===== src/rtl/elevator_controller.sv =====
// elevator_controller: SCAN-style floor scheduler for a 4-stop car (optional ESTOP_EN adds estop input)
module elevator_controller #(
    parameter int TRAVEL_CYCLES = 50000000,
    parameter int DOOR_CYCLES   = 100000000,
    parameter int CNT_W         = 27
) (
    input  logic       clk,
    input  logic       rst,
    input  logic [1:0] up_or_down,
    input  logic [1:0] actual_stage,
`ifdef ESTOP_EN
    input  logic       estop,
`endif
    output logic [1:0] current_floor,
    output logic       motor_up,
    output logic       motor_down,
    output logic       door_open,
    output logic [3:0] pending,
    output logic       busy
);
    typedef enum logic [1:0] {IDLE, MOVE_UP, MOVE_DOWN, DOOR_OPEN} state_t;

`ifndef ESTOP_EN
    logic estop;
    assign estop = 1'b0;
`endif

    state_t           state_q;
    logic [1:0]       floor_q, nf;
    logic [3:0]       pending_q, pending_d, set_v, clr_v;
    logic             last_dir_q, call_q, cap, reload, step, above, below, go_up, more;
    logic [CNT_W-1:0] travel_q, door_q;
    logic             unused_dir;

    assign unused_dir = up_or_down[1];

    function automatic logic [3:0] above_m(input logic [1:0] f);
        return 4'b1110 << f;
    endfunction

    function automatic logic [3:0] below_m(input logic [1:0] f);
        return (4'b0001 << f) - 4'd1;
    endfunction

    // Call edge capture, pending set/clear (clear wins) and scheduling terms
    always_comb begin
        cap       = up_or_down[0] & ~call_q;
        reload    = cap && state_q == DOOR_OPEN && actual_stage == floor_q;
        set_v     = (cap && !reload) ? 4'b0001 << actual_stage : 4'b0000;
        above     = |(pending_q & above_m(floor_q));
        below     = |(pending_q & below_m(floor_q));
        go_up     = above && (!below || last_dir_q);
        step      = !estop && (state_q == MOVE_UP || state_q == MOVE_DOWN) && travel_q == CNT_W'(TRAVEL_CYCLES - 1);
        nf        = state_q == MOVE_UP ? floor_q + 2'd1 : floor_q - 2'd1;
        more      = |(pending_q & (state_q == MOVE_UP ? above_m(nf) : below_m(nf)));
        clr_v     = (!estop && state_q == IDLE && pending_q[floor_q]) ? 4'b0001 << floor_q :
                    (step && pending_q[nf]) ? 4'b0001 << nf : 4'b0000;
        pending_d = (pending_q | set_v) & ~clr_v;
    end

    // Scheduling FSM; estop freezes state, floor and timers but not call capture
    always_ff @(posedge clk) begin
        if (rst) begin
            state_q    <= IDLE;
            floor_q    <= 2'd0;
            pending_q  <= 4'd0;
            last_dir_q <= 1'b1;
            travel_q   <= '0;
            door_q     <= '0;
            call_q     <= 1'b0;
        end else begin
            call_q    <= up_or_down[0];
            pending_q <= pending_d;
            if (reload) door_q <= '0;
            else if (!estop) begin
                case (state_q)
                    IDLE:
                        if (pending_q[floor_q]) begin
                            state_q <= DOOR_OPEN;
                            door_q  <= '0;
                        end else if (above || below) begin
                            state_q    <= go_up ? MOVE_UP : MOVE_DOWN;
                            last_dir_q <= go_up;
                            travel_q   <= '0;
                        end
                    MOVE_UP, MOVE_DOWN:
                        if (step) begin
                            floor_q  <= nf;
                            travel_q <= '0;
                            door_q   <= '0;
                            state_q  <= pending_q[nf] ? DOOR_OPEN : more ? state_q : IDLE;
                        end else travel_q <= travel_q + CNT_W'(1);
                    default:
                        if (door_q == CNT_W'(DOOR_CYCLES - 1)) state_q <= IDLE;
                        else door_q <= door_q + CNT_W'(1);
                endcase
            end
        end
    end

    assign current_floor = floor_q;
    assign motor_up      = state_q == MOVE_UP && !estop;
    assign motor_down    = state_q == MOVE_DOWN && !estop;
    assign door_open     = state_q == DOOR_OPEN;
    assign pending       = pending_q;
    assign busy          = state_q != IDLE;

    a_no_wrap: assert property (@(posedge clk) disable iff (rst)
        !(state_q == MOVE_UP && floor_q == 2'd3) && !(state_q == MOVE_DOWN && floor_q == 2'd0));
endmodule

===== config.mk =====
export PLATFORM = sky130hd
export DESIGN_NAME = elevator_controller
export DESIGN_NICKNAME = d
export VERILOG_FILES = /design/src/rtl/elevator_controller.sv
export SDC_FILE = /design/constraint.sdc
export NUM_CORES = 1
export LEC_CHECK = 0
export CELL_PAD_IN_SITES_DETAIL_PLACEMENT = 1
export CELL_PAD_IN_SITES_GLOBAL_PLACEMENT = 1
export CORE_MARGIN = 1
export CORE_UTILIZATION = 48
export CTS_BUF_LIST = sky130_fd_sc_hd__clkbuf_16
export DETAILED_ROUTE_END_ITERATION = 12
export DONT_BUFFER_PORTS = 1
export GPL_TIMING_DRIVEN = 0
export PLACE_DENSITY_LB_ADDON = 0.1
export SLEW_MARGIN = 25
export SYNTH_ARGS = -nofsm -noshare
export SYNTH_HDL_FRONTEND = slang
export SYNTH_SLANG_ARGS = --single-unit

===== constraint.sdc =====
create_clock -name clk -period 3.39 [get_ports clk]
set_input_delay 0.678 -clock clk [delete_from_list [all_inputs] [get_ports clk]]
set_output_delay 0.678 -clock clk [all_outputs]
set_load 0.02 [all_outputs]

# Word level (Yosys, flattened, before mapping)

Index checks and enable logic that the tools add are counted.

$add $sub $neg: 6
Order comparisons: 2
Equal/unequal tests: 13
Shift-type cells: 5
Multiplexer cells: 25
Bitwise operators: 10
Reductions and logical operators: 26

Operators with widths:

| operator              | number |
|---|---|
| $mux 27               | 6 |
| $pmux 27 s2           | 2 |
| $add 27x1->27 const B | 2 |
| $eq 27x26->1 const B  | 1 |
| $eq 27x27->1 const B  | 1 |
| $and 4x4->4           | 4 |
| $mux 2                | 8 |
| $mux 4                | 4 |
| $reduce_or 4->1       | 3 |
| $shl 1x2->4 const A   | 3 |
| $reduce_and 4->1      | 2 |
| $shl 4x2->4 const A   | 2 |
| $sub 4x1->4 const B   | 2 |
| $logic_and 1x1->1     | 7 |
| $lt 2x3->1 const B    | 2 |
| $reduce_and 3->1      | 2 |
| $reduce_and 5->1      | 1 |
| $bmux 1 s2            | 2 |
| $eq 2x2->1 const B    | 2 |
| $ne 2x1->1 const B    | 2 |
| $ne 2x2->1 const B    | 2 |
| $not 4->4             | 1 |
| $or 4x4->4            | 1 |
| $pmux 2 s2            | 1 |
| 16 further kinds      | 24 |

Register bits: 64
Logic and storage cells: 94

# Longest topological paths before layout

Gate-level depths: netlist of the first run.

Depth in word-level cells: 11
Mapped depth: 12
Mapped depth without buffers: 11

# Worst setup path after synthesis of the first run

No wires, ideal clock.

Path type: register to register
From: register state_q[1]
To: register state_q[0]
Arrival time: 2.541 ns
Setup slack: 0.725 ns
Stages on the path, launching flop included: 11
Path buffers: 1
Cell sequence: dfxtp_1 > inv_1 > ha_1 > clkbuf_1 > xnor2_1 > ha_1 > mux4_2 > a21oi_1 > o21ai_0 > nand3_1 > mux2_1

Cells in the longest elaborated chain, start to end: 9
Elaborated cells on any way between the ends: 27
Classes of those cells: 1 x add/sub; 6 x eq/ne; 2 x shift; 7 x mux; 2 x bitwise; 9 x reduce/logical

RTL lines:

| element                           | line | RTL |
|---|---|---|
| start: declaration                | 28   | `state_t state_q;` |
| start signal: assignment          | 82   | `state_q <= go_up ? MOVE_UP : MOVE_DOWN;` |
| start signal: assignment          | 91   | `state_q <= pending_q[nf] ? DOOR_OPEN : more ? state_q : IDLE;` |
| $eq 2x1->1 (*)                    | n/a  |  |
| net motor_up                      | 15   | `output logic motor_up,` |
| $mux 2 (*)                        | 54   | `nf = state_q == MOVE_UP ? floor_q + 2'd1 : floor_q - 2'd1;` |
| net nf[1]                         | 29   | `logic [1:0] floor_q, nf;` |
| $shl 1x2->4                       | 42   | `return (4'b0001 << f) - 4'd1;` |
| $sub 4x1->4                       | 42   |  |
| $mux 4                            | 55   | `more = \|(pending_q & (state_q == MOVE_UP ? above_m(nf) : below_m(nf)));` |
| $and 4x4->4                       | 55   |  |
| $reduce_or 4->1                   | 55   |  |
| $ne 3x3->1 (no source line)       | n/a  |  |
| $reduce_and 5->1 (no source line) | n/a  |  |

The timed path passes the listed nets; every way through them passes the cells marked *. The select of a mux whose other input is x is not followed.
A chain may end at the register's enable or synchronous reset.

# Worst setup path in the final report of the first run

Ends and elaborated chain as after synthesis.

==> impl_metrics.py, run 1 <==
metrics = {
    "setup_path": {
        "reg2reg_slack_ps": 210,
        "cpMostUsedCell": "ha_1",
        "r2r_cells": 10,
        "critical_path_required_ps": 3600,
        "crit_slowest_cell": "mux4_2",
        "critPathArrivalTime_ps": 3390,
        "critical_path.cell_chain": "inv_1 -> ha_1 -> clkbuf_1 -> xnor2_1 -> ha_1 -> mux4_2 -> a21oi_1 -> o21ai_0 -> nand3_1 -> mux2_1",
        "start_kind": "register",
        "r2r_start": "state_q[1]$_SDFFE_PP0P_",
        "critical_path_class": "register to register",
        "endpoint_kind": "register",
        "crit_path_max_fanout": 8,
        "r2r-end": "state_q[0]$_SDFFE_PP0P_",
        "cpPeakStageDelay_ps": 550,
    },
    "floorplanning": {
        "initial_core_util": 0.507,
        "core_sq_mm": 0.00737,
        "die_x_um": 90.2,
        "fp.dieArea_sq_mm": 0.00814,
        "io_pins": 16,
        "die_y_um": 90.2,
        "rows": 31,
    },
    "clock_network": {
        "cts_tree": "yes",
        "clkLatencyLatePin_ps": 330,
        "path_clk_slew_ps": 60,
        "cts_setup_buffers": 0,
        "clock-sinks": 64,
        "cts_hold_buf": 0,
        "cts_buffers": 9,
        "cts_max_path_buffers": 2,
        "htree_levels": 3,
        "cts-root-buf": "clkbuf_16",
        "cts_resized": 0,
    },
    "place": {
        "dp_cells": 551,
        "dp_hpwl_mm": 6.94,
        "pre_cts_slack_ps": 298,
        "port_buffers": 0,
        "finalWeightedCongestion": 0.869,
    },
    "synth": {
        "synth_nets": 469,
        "seq_area_frac_synth": 0.343,
        "syn_avg_cell_area_sq_um": 8.26,
        "ys_warn_count": 0,
        "synth-async-reset-ratio": 0,
        "synthesis.area_sq_mm": 0.00373,
        "ys_seq_elements": 64,
        "synthFlopType": "dfxtp_1",
        "synth_cell_types": 64,
        "synth_cells": 452,
        "synth_edf_count": 0,
    },
    "timing": {
        "maxSlewHeadroom": 0.547,
        "slew_viol_final": 0,
        "clock_skew_ps": 6.42,
        "finalSetupViolCount": 0,
        "fin_ws_ps": 212,
        "setup_tns_ps": 0,
        "worst_slew_pin_slew_ps": 675,
        "hold_viol": 0,
        "finalCriticalPeriod_ps": 3180,
        "rsz0062_at_grt": "false",
        "fmax_ghz": 0.315,
        "min_period_over_period": 0.937,
    },
    "status": {
        "status": "completed",
    },
    "power": {
        "p_per_area_mw_per_mm2": 551,
        "ir_drop_mv": 0.276,
        "p_leak_nw": 1.45,
    },
    "finish": {
        "antenna_cells": 0,
        "drive_above_1_share": 0.105,
        "fin_cells": 567,
        "area_delta_synth_final_pct": 11.1,
        "nets": 480,
    },
    "global_routing": {
        "grt_antenna_before_repair": 0,
        "grt_overflow_total": 0,
        "grt_max_degree": 12,
        "grt_first_pass_wirelength_mm": 16.9,
        "track_usage": 0.256,
        "first_global_vias": 3569,
    },
    "route": {
        "drc_errors": 0,
        "postRouteAntennaNets": 0,
        "drt_pass1_iterations": 4,
        "vias": 3375,
        "drt-vias-per-instance": 5.95,
        "wl_per_cell_um": 17.3,
        "drt-initial-drc-count": 120,
        "routed_wl_mm": 9.79,
    },
    "worst_hold_path": {
        "min_path_cells": 2,
        "hold_path.startpoint": "door_q[15]$_SDFFE_PP0P_",
        "hold_path_class": "register to register",
        "min_to": "door_q[15]$_SDFFE_PP0P_",
    },
    "flow_run": {
        "drv_cap": 0,
    },
}
how the worst max path moves through the flow:
stage	cells after the start	slack, ps	startpoint	to
finish	10	210	state_q[1]$_SDFFE_PP0P_	state_q[0]$_SDFFE_PP0P_
detailed placement	10	300	state_q[1]$_SDFFE_PP0P_	state_q[0]$_SDFFE_PP0P_
global placement	10	380	state_q[1]$_SDFFE_PP0P_	state_q[0]$_SDFFE_PP0P_
CTS	10	220	state_q[1]$_SDFFE_PP0P_	state_q[0]$_SDFFE_PP0P_
floorplan	10	730	state_q[1]$_SDFFE_PP0P_	state_q[0]$_SDFFE_PP0P_
global route	10	50	state_q[1]$_SDFFE_PP0P_	state_q[0]$_SDFFE_PP0P_
cell usage in the layout (no fill, tap or decap), types with 2 or more instances in the layout:
| cell | n |
|---|---|
| a21o_1 | 6 |
| a21oi_1 | 31 |
| a311o_1 | 2 |
| a41oi_1 | 2 |
| and2_1 | 2 |
| and3_1 | 11 |
| and4_1 | 9 |
| buf_2 | 12 |
| buf_4 | 2 |
| clkbuf_1 | 6 |
| clkbuf_16 | 9 |
| clkinv_2 | 2 |
| dfxtp_1 | 64 |
| ha_1 | 11 |
| inv_1 | 14 |
| mux2i_1 | 2 |
| mux4_2 | 2 |
| nand2_1 | 46 |
| nand2b_1 | 5 |
| nand3_1 | 26 |
| nand3_2 | 2 |
| nand4_1 | 15 |
| nor2_1 | 49 |
| nor2b_1 | 3 |
| nor3_1 | 9 |
| nor3b_1 | 2 |
| nor4_1 | 3 |
| nor4_2 | 2 |
| nor4b_1 | 2 |
| nor4b_2 | 3 |
| o21ai_0 | 16 |
| o21ai_1 | 7 |
| o41ai_1 | 5 |
| or3_1 | 14 |
| or4_1 | 5 |
| xnor2_1 | 11 |
| xor2_1 | 23 |
kinds of logic after synthesis:
logic type,count (synthesis),synth area share
compound gates,83,0.151
xor+xnor,34,0.0798
fa+ha+maj,11,0.0369
buf+inv,35,0.0432
flops,64,0.343
mux,5,0.0204
simple gates,220,0.326
report_power, final:
group | total (mW) | internal [mW] | switching [mW]
clock | 0.910 | 0.562 | 0.348
sequential | 0.791 | 0.771 | 0.0204
combinational | 0.582 | 0.195 | 0.386
sequential cells by signal (all words and copies together), names as in the netlist:
signal / flops
door_q: 27
travel_q: 27
pending: 4
current_floor: 2
state_q: 2
call_q: 1
last_dir_q: 1
cell usage after synthesis, drive strengths merged, types with 3 or more instances:
cell / instances / area, sq um
o21ai: 23 / 115
clkbuf: 6 / 22.5
a21oi: 31 / 155
ha: 11 / 138
nor4: 5 / 43.8
nor2: 50 / 195
nand4: 15 / 93.8
dfxtp: 64 / 1280
and4: 9 / 78.8
nand2: 46 / 173
or4: 5 / 37.5
xor2: 23 / 201
nand3: 28 / 150
buf: 15 / 86.3
o41ai: 5 / 43.8
nor4b: 5 / 62.6
nor3: 11 / 71.3
nand2b: 5 / 31.3
a21o: 6 / 45.0
xnor2: 11 / 96.3
or3: 14 / 87.6
inv: 14 / 52.6
and3: 12 / 76.3
nor2b: 3 / 18.8
cell type report:
cell class	count	area, sq um
fill	922	3220
multi-input combinational	353	2290
sequential	64	1280
clock buffer	9	225
tap	99	124
buffer	21	109
clock inverter	7	63.8
inverter	14	52.6
critical path: cells and delay by family (launching register included):
kind	cells	cell delay, ps
buffers and inverters	2	450
adders and majority gates	2	710
and+or+nand+nor	1	150
DFF	1	350
AOI/OAI and AO/OA	2	300
muxes	2	880
xor gates and xnor gates	1	220
metal layers:
| layer | global-route usage | wire [um] | vias to the layer above |
|---|---|---|---|
| met5 | 0 | 0 | - |
| met4 | 0.0968 | 137 | 0 |
| met3 | 0.0533 | 334 | 13 |
| met2 | 0.433 | 4820 | 54 |
| met1 | 0.317 | 4500 | 1653 |
| li1 | - | - | 1655 |
stage by stage:
stage / hold WS [ps] / cell area [sq um] / power (mW) / utilization
2_1_floorplan: 432 / 3730 / 1.25 / -
3_3_place_gp: 445 / 3860 / 1.37 / 0.523
3_5_place_dp: 462 / 3860 / 1.38 / 0.523
4_1_cts: 477 / 4150 / 2.30 / 0.563
5_1_grt: 490 / 4150 / 2.39 / 0.563
6_report: 476 / 4150 / 2.28 / 0.563
No activity file was read; power rests on OpenSTA's default activity.
==> inputs of run 2 (changes only) <==
--- a/config.mk
+++ b/config.mk
@@ -14,6 +14,7 @@
 export DONT_BUFFER_PORTS = 1
 export GPL_TIMING_DRIVEN = 0
 export PLACE_DENSITY_LB_ADDON = 0.1
+export RECOVER_POWER = 100
 export SLEW_MARGIN = 25
 export SYNTH_ARGS = -nofsm -noshare
 export SYNTH_HDL_FRONTEND = slang
==> impl_metrics.py, run 2 (synthesis gave the netlist of run 1 again) <==
metrics = {
    "status": {
        "status": "completed",
    },
    "power": {
        "power_mw": 2.26,
        "pwr-share-seq": 0.351,
        "swShare": 0.331,
        "ir_drop_mv": 0.279,
        "p_per_area_mw_per_mm2": 551,
        "p_leak_nw": 1.42,
        "p_clk_frac": 0.404,
        "internal-power_mw": 1.51,
        "switching_power_mw": 0.746,
        "p_comb_frac": 0.245,
    },
    "clock_network": {
        "cts_buffers": 9,
        "path_clk_slew_ps": 60,
        "cts_hold_buf": 0,
        "cts_max_path_buffers": 2,
        "clock-sinks": 64,
        "cts_setup_buffers": 0,
        "cts_resized": 0,
        "cts_tree": "yes",
        "cts-root-buf": "clkbuf_16",
        "htree_levels": 3,
        "clkLatencyLatePin_ps": 330,
    },
    "route": {
        "met3WireLength_um": 358,
        "dr.max_layer_used": "met4",
        "wl_met2_mm": 4.85,
        "vias": 3373,
        "drt_pass1_iterations": 4,
        "wl_per_cell_um": 17.3,
        "postRouteAntennaNets": 0,
        "drt-initial-drc-count": 104,
        "wirelength_met1_mm": 4.48,
        "drc_errors": 0,
        "routed_wl_mm": 9.83,
        "drt-vias-per-instance": 5.95,
    },
    "floorplanning": {
        "core_sq_mm": 0.00737,
        "io_pins": 16,
        "die_x_um": 90.2,
        "rows": 31,
        "die_y_um": 90.2,
        "initial_core_util": 0.507,
        "fp.dieArea_sq_mm": 0.00814,
    },
    "timing": {
        "setup_tns_ps": 0,
        "finalCriticalPeriod_ps": 3210,
        "worst_slew_pin_slew_ps": 835,
        "maxSlewHeadroom": 0.438,
        "hold_ws_ps": 482,
        "slew_viol_final": 0,
        "hold_viol": 0,
        "min_period_over_period": 0.948,
        "fin_ws_ps": 177,
        "fmax_ghz": 0.311,
        "rsz0062_at_grt": "false",
        "finalSetupViolCount": 0,
        "clock_skew_ps": 6.90,
    },
    "finish": {
        "nets": 480,
        "final_cell_area_sq_mm": 0.00409,
        "fin_cells": 567,
        "final_cell_mix": "dfxtp_1 (64), nor2_1 (49), nand2_1 (46), a21oi_1 (31), nand3_1 (27)",
        "n_fill_cell": 931,
        "multiInputGateArea_sq_mm": 0.00225,
        "seq_area_sq_mm": 0.00128,
        "final_util": 0.556,
        "drive_above_1_share": 0.0791,
        "final_common_cell": "dfxtp_1",
        "area_delta_synth_final_pct": 9.65,
        "antenna_cells": 0,
    },
    "place": {
        "dp_hpwl_mm": 6.94,
        "pre_cts_slack_ps": 298,
        "finalWeightedCongestion": 0.869,
        "dpl_cell_area_sq_mm": 0.00386,
        "dp_cells": 551,
        "port_buffers": 0,
    },
    "setup_path": {
        "critPathArrivalTime_ps": 3420,
        "crit_path_max_fanout": 8,
        "critical_path_class": "register to register",
        "start_kind": "register",
        "endpoint_kind": "register",
        "critical_path_required_ps": 3600,
    },
    "global_routing": {
        "grt_max_degree": 12,
        "grt_first_pass_wirelength_mm": 16.9,
        "track_usage": 0.256,
        "first_global_vias": 3569,
        "grt_antenna_before_repair": 0,
        "grt_overflow_total": 0,
    },
    "flow_run": {
        "drv_cap": 0,
    },
    "worst_hold_path": {
        "hold_path_class": "register to register",
    },
}
[run 2: cell types whose count changed in the layout (fill, tap and decap cells not counted), moves of 2 or more]
cell	change
nor4_1	+2
o21ai_0	+6
buf_2	-6
buf_4	-2
clkbuf_1	+6
clkbuf_2	+2
o21ai_1	-6
nor4_2	-2
[run 2: area by class of cell]
cell class              instances  area share
well taps                      99      0.0303
inverters                      14      0.0128
multi-input cells             353       0.550
flip-flops and latches         64       0.313
clock buffers                   9      0.0550
plain buffers                  21      0.0235
clock inverters                 7      0.0156
[run 2: power groups by stage]
stage / clock [mW] / combinational, mW / sequential, mW
floorplan: 0 / 0.447 / 0.801
global placement: 0 / 0.560 / 0.805
detailed placement: 0 / 0.576 / 0.806
CTS: 0.926 / 0.585 / 0.790
global route: 0.955 / 0.613 / 0.792
finish: 0.911 / 0.553 / 0.791
[run 2: critical path: stages (launching register included)]
cell      delay (ps)
dfxtp_1          340
inv_1             90
ha_1             330
clkbuf_1         360
xnor2_1          230
ha_1             390
mux4_2           560
a21oi_1          190
o21ai_0          110
nand3_1          160
mux2_1           330
[run 2: metal layers]
layer	vias to the layer above	track usage
li1	1656	-
met1	1651	0.317
met2	52	0.433
met3	14	0.0533
met4	0	0.0968
met5	-	0
[run 2: path summary, 6_finish.rpt]
| check | cells after the start | endpoint | slack, ps | from |
|---|---|---|---|---|
| hold reg to reg | 2 | travel_q[1]$_SDFFE_PP0P_ | 480 | travel_q[1]$_SDFFE_PP0P_ |
| hold / removal | 2 | travel_q[1]$_SDFFE_PP0P_ | 480 | travel_q[1]$_SDFFE_PP0P_ |
| setup reg to reg | 10 | state_q[0]$_SDFFE_PP0P_ | 180 | state_q[1]$_SDFFE_PP0P_ |
| setup / recovery | 10 | state_q[0]$_SDFFE_PP0P_ | 180 | state_q[1]$_SDFFE_PP0P_ |
==> inputs of run 3 (changes only) <==
--- a/config.mk
+++ b/config.mk
@@ -5,14 +5,16 @@
 export SDC_FILE = /design/constraint.sdc
 export NUM_CORES = 1
 export LEC_CHECK = 0
+export ABC_AREA = 1
 export CELL_PAD_IN_SITES_DETAIL_PLACEMENT = 1
 export CELL_PAD_IN_SITES_GLOBAL_PLACEMENT = 1
 export CORE_MARGIN = 1
-export CORE_UTILIZATION = 48
+export CORE_UTILIZATION = 45
 export CTS_BUF_LIST = sky130_fd_sc_hd__clkbuf_16
 export DETAILED_ROUTE_END_ITERATION = 12
 export DONT_BUFFER_PORTS = 1
 export GPL_TIMING_DRIVEN = 0
+export HOLD_SLACK_MARGIN = 0.1
 export PLACE_DENSITY_LB_ADDON = 0.1
 export RECOVER_POWER = 100
 export SLEW_MARGIN = 25
==> impl_metrics.py, run 3 <==
metrics = {
    "place": {
        "finalWeightedCongestion": 0.886,
        "dp_cells": 857,
        "pre_cts_slack_ps": 802,
        "port_buffers": 0,
        "dp_hpwl_mm": 10.1,
    },
    "clock_network": {
        "cts_max_path_buffers": 2,
        "clock-sinks": 64,
        "cts_resized": 0,
        "htree_levels": 3,
        "cts_hold_buf": 0,
        "clkLatencyLatePin_ps": 340,
        "cts_tree": "yes",
        "cts_buffers": 9,
        "cts-root-buf": "clkbuf_16",
        "cts_setup_buffers": 0,
        "path_clk_slew_ps": 50,
    },
    "synth": {
        "yosysMostFrequentCell": "nand2_1",
        "synthTopCellsByCount": "nand2_1 (232), nor2_1 (142), dfxtp_1 (64), inv_1 (64), nand3_1 (39)",
        "ys_warn_count": 0,
        "synth_top_cell_area_share": 0.287,
        "synth_nets": 741,
        "synth_cell_types": 39,
        "ys_seq_elements": 64,
        "syn_avg_cell_area_sq_um": 6.18,
        "yosys.area.top_type": "dfxtp_1",
        "synthFlopType": "dfxtp_1",
        "synth_edf_count": 0,
        "synthesis.area_sq_mm": 0.00447,
        "synth_cells": 724,
        "synthTopCellsByArea": "dfxtp_1 (29%), nand2_1 (19%), nor2_1 (12%)",
        "seq_area_frac_synth": 0.287,
        "synth-async-reset-ratio": 0,
    },
    "global_routing": {
        "grt_max_degree": 11,
        "grt_overflow_total": 0,
        "grt_first_pass_wirelength_mm": 22.1,
        "top_usage_layer": "met2",
        "first_global_vias": 4664,
        "grt_antenna_before_repair": 0,
        "grtUsageMet1": 0.342,
        "track_usage": 0.277,
        "grtUsageMet2": 0.468,
        "grtUsageMet3": 0.0780,
    },
    "route": {
        "routed_wl_mm": 13.5,
        "drt-initial-drc-count": 162,
        "vias": 4575,
        "drt_pass1_iterations": 4,
        "postRouteAntennaNets": 0,
        "drc_errors": 0,
        "drt-vias-per-instance": 5.24,
        "wl_per_cell_um": 15.4,
    },
    "power": {
        "pwr-share-seq": 0.313,
        "ir_drop_mv": 0.312,
        "power_mw": 2.57,
        "switching_power_mw": 0.985,
        "p_clk_frac": 0.351,
        "internal-power_mw": 1.59,
        "p_per_area_mw_per_mm2": 529,
        "p_comb_frac": 0.336,
        "swShare": 0.383,
        "p_leak_nw": 1.85,
    },
    "finish": {
        "final_common_cell": "nand2_1",
        "nets": 752,
        "seq_area_sq_mm": 0.00128,
        "fin_cells": 873,
        "antenna_cells": 0,
        "drive_above_1_share": 0.0730,
        "area_delta_synth_final_pct": 8.79,
        "multiInputGateArea_sq_mm": 0.00275,
        "final_cell_mix": "nand2_1 (238), nor2_1 (143), inv_1 (68), dfxtp_1 (64), nand3_1 (41)",
        "n_fill_cell": 1379,
    },
    "worst_hold_path": {
        "hold_path_class": "input port to register",
    },
    "setup_path": {
        "cpMostUsedCell": "nor2_1",
        "crit_slowest_cell": "nor2_1",
        "critical_path_class": "register to register",
        "crit_path_max_fanout": 10,
        "endpoint_kind": "register",
        "critical_path_required_ps": 3660,
        "critical_path.cell_chain": "inv_1 -> ha_1 -> clkbuf_1 -> nor2_1 -> nand3_1 -> nand2_4 -> nor2_1 -> buf_8 -> nand2_1 -> a21oi_2",
        "crit_family": "simple AND/OR/NAND/NOR gates",
        "cpPeakStageDelay_ps": 620,
        "start_kind": "register",
        "critPathArrivalTime_ps": 3060,
        "cp_num_buf_inv": 3,
    },
    "timing": {
        "finalCriticalPeriod_ps": 2790,
        "hold_ws_ps": 486,
        "finalSetupViolCount": 0,
        "fin_ws_ps": 603,
        "setup_tns_ps": 0,
        "clock_skew_ps": 5.95,
        "slew_viol_final": 0,
        "rsz0062_at_grt": "false",
        "min_period_over_period": 0.822,
        "maxSlewHeadroom": 0.460,
        "fmax_ghz": 0.359,
        "hold_viol": 0,
        "worst_slew_pin_slew_ps": 806,
    },
    "floorplanning": {
        "die_y_um": 102,
        "fp.dieArea_sq_mm": 0.0103,
        "core_sq_mm": 0.00968,
        "initial_core_util": 0.462,
        "rows": 36,
        "io_pins": 16,
        "die_x_um": 102,
    },
    "status": {
        "status": "completed",
    },
    "flow_run": {
        "drv_cap": 0,
    },
}
==> run 3: cell count changes in the layout (fill, tap and decap cells not counted), moves of 14 or more <==
cell | previous run | this run
nand3_1 | 27 | 41
o21ai_0 | 22 | 8
nor2_1 | 49 | 143
or3_1 | 14 | 0
inv_1 | 15 | 68
nand2_1 | 46 | 238
==> run 3: kinds of logic (layout without fill, tap and decap cells) <==
family / after synthesis / in the layout / share of synthesized area
AND/OR/NAND/NOR: 477 / 477 / 0.463
buffers and inverters: 87 / 103 / 0.0873
flip-flops: 64 / 64 / 0.287
AO/OA/AOI/OAI: 58 / 58 / 0.0797
XOR/XNOR: 27 / 27 / 0.0529
adder cells (fa/ha/maj): 11 / 11 / 0.0308
==> run 3: cell type report <==
type / count / share of cell area
clock inverter: 7 / 0.0116
inverter: 69 / 0.0538
tap: 133 / 0.0342
sequential: 64 / 0.263
multi-input combinational: 573 / 0.566
buffer: 18 / 0.0252
clock buffer: 9 / 0.0463
==> run 3: worst paths after layout <==
| check | startpoint | slack, ps | to | depth (start not counted) |
|---|---|---|---|---|
| max | state_q[1]$_SDFFE_PP0P_ | 600 | door_q[7]$_SDFFE_PP0P_ | 10 |
| min reg2reg | door_q[26]$_SDFFE_PP0P_ | 500 | door_q[26]$_SDFFE_PP0P_ | 2 |
| max reg2reg | state_q[1]$_SDFFE_PP0P_ | 600 | door_q[7]$_SDFFE_PP0P_ | 10 |
| min | up_or_down[0] | 490 | call_q$_SDFF_PP0_ | 2 |
==> run 3: metrics by stage <==
stage | util | area, sq um
2_1_floorplan | - | 4470
3_3_place_gp | 0.479 | 4640
3_5_place_dp | 0.479 | 4640
4_1_cts | 0.508 | 4920
5_1_grt | 0.502 | 4860
6_report | 0.502 | 4860
==> run 3: metal layers <==
layer / share of wire / wire (um) / vias to the layer above
met1: 0.47 / 6310 / 2192
met4: 0.014 / 183 / 0
met2: 0.48 / 6410 / 76
li1: - / - / 2291
met3: 0.043 / 573 / 16
met5: 0 / 0 / -
==> run 3: power by group through the flow <==
stage                     Clock (mW)  Combinational [mW]  Sequential [mW]
after floorplan                    0               0.695            0.813
after global placement             0               0.897            0.818
after detailed placement           0               0.920            0.820
after CTS                      0.920               0.930            0.804
after global routing           0.951               0.962            0.807
final                          0.903               0.866            0.804
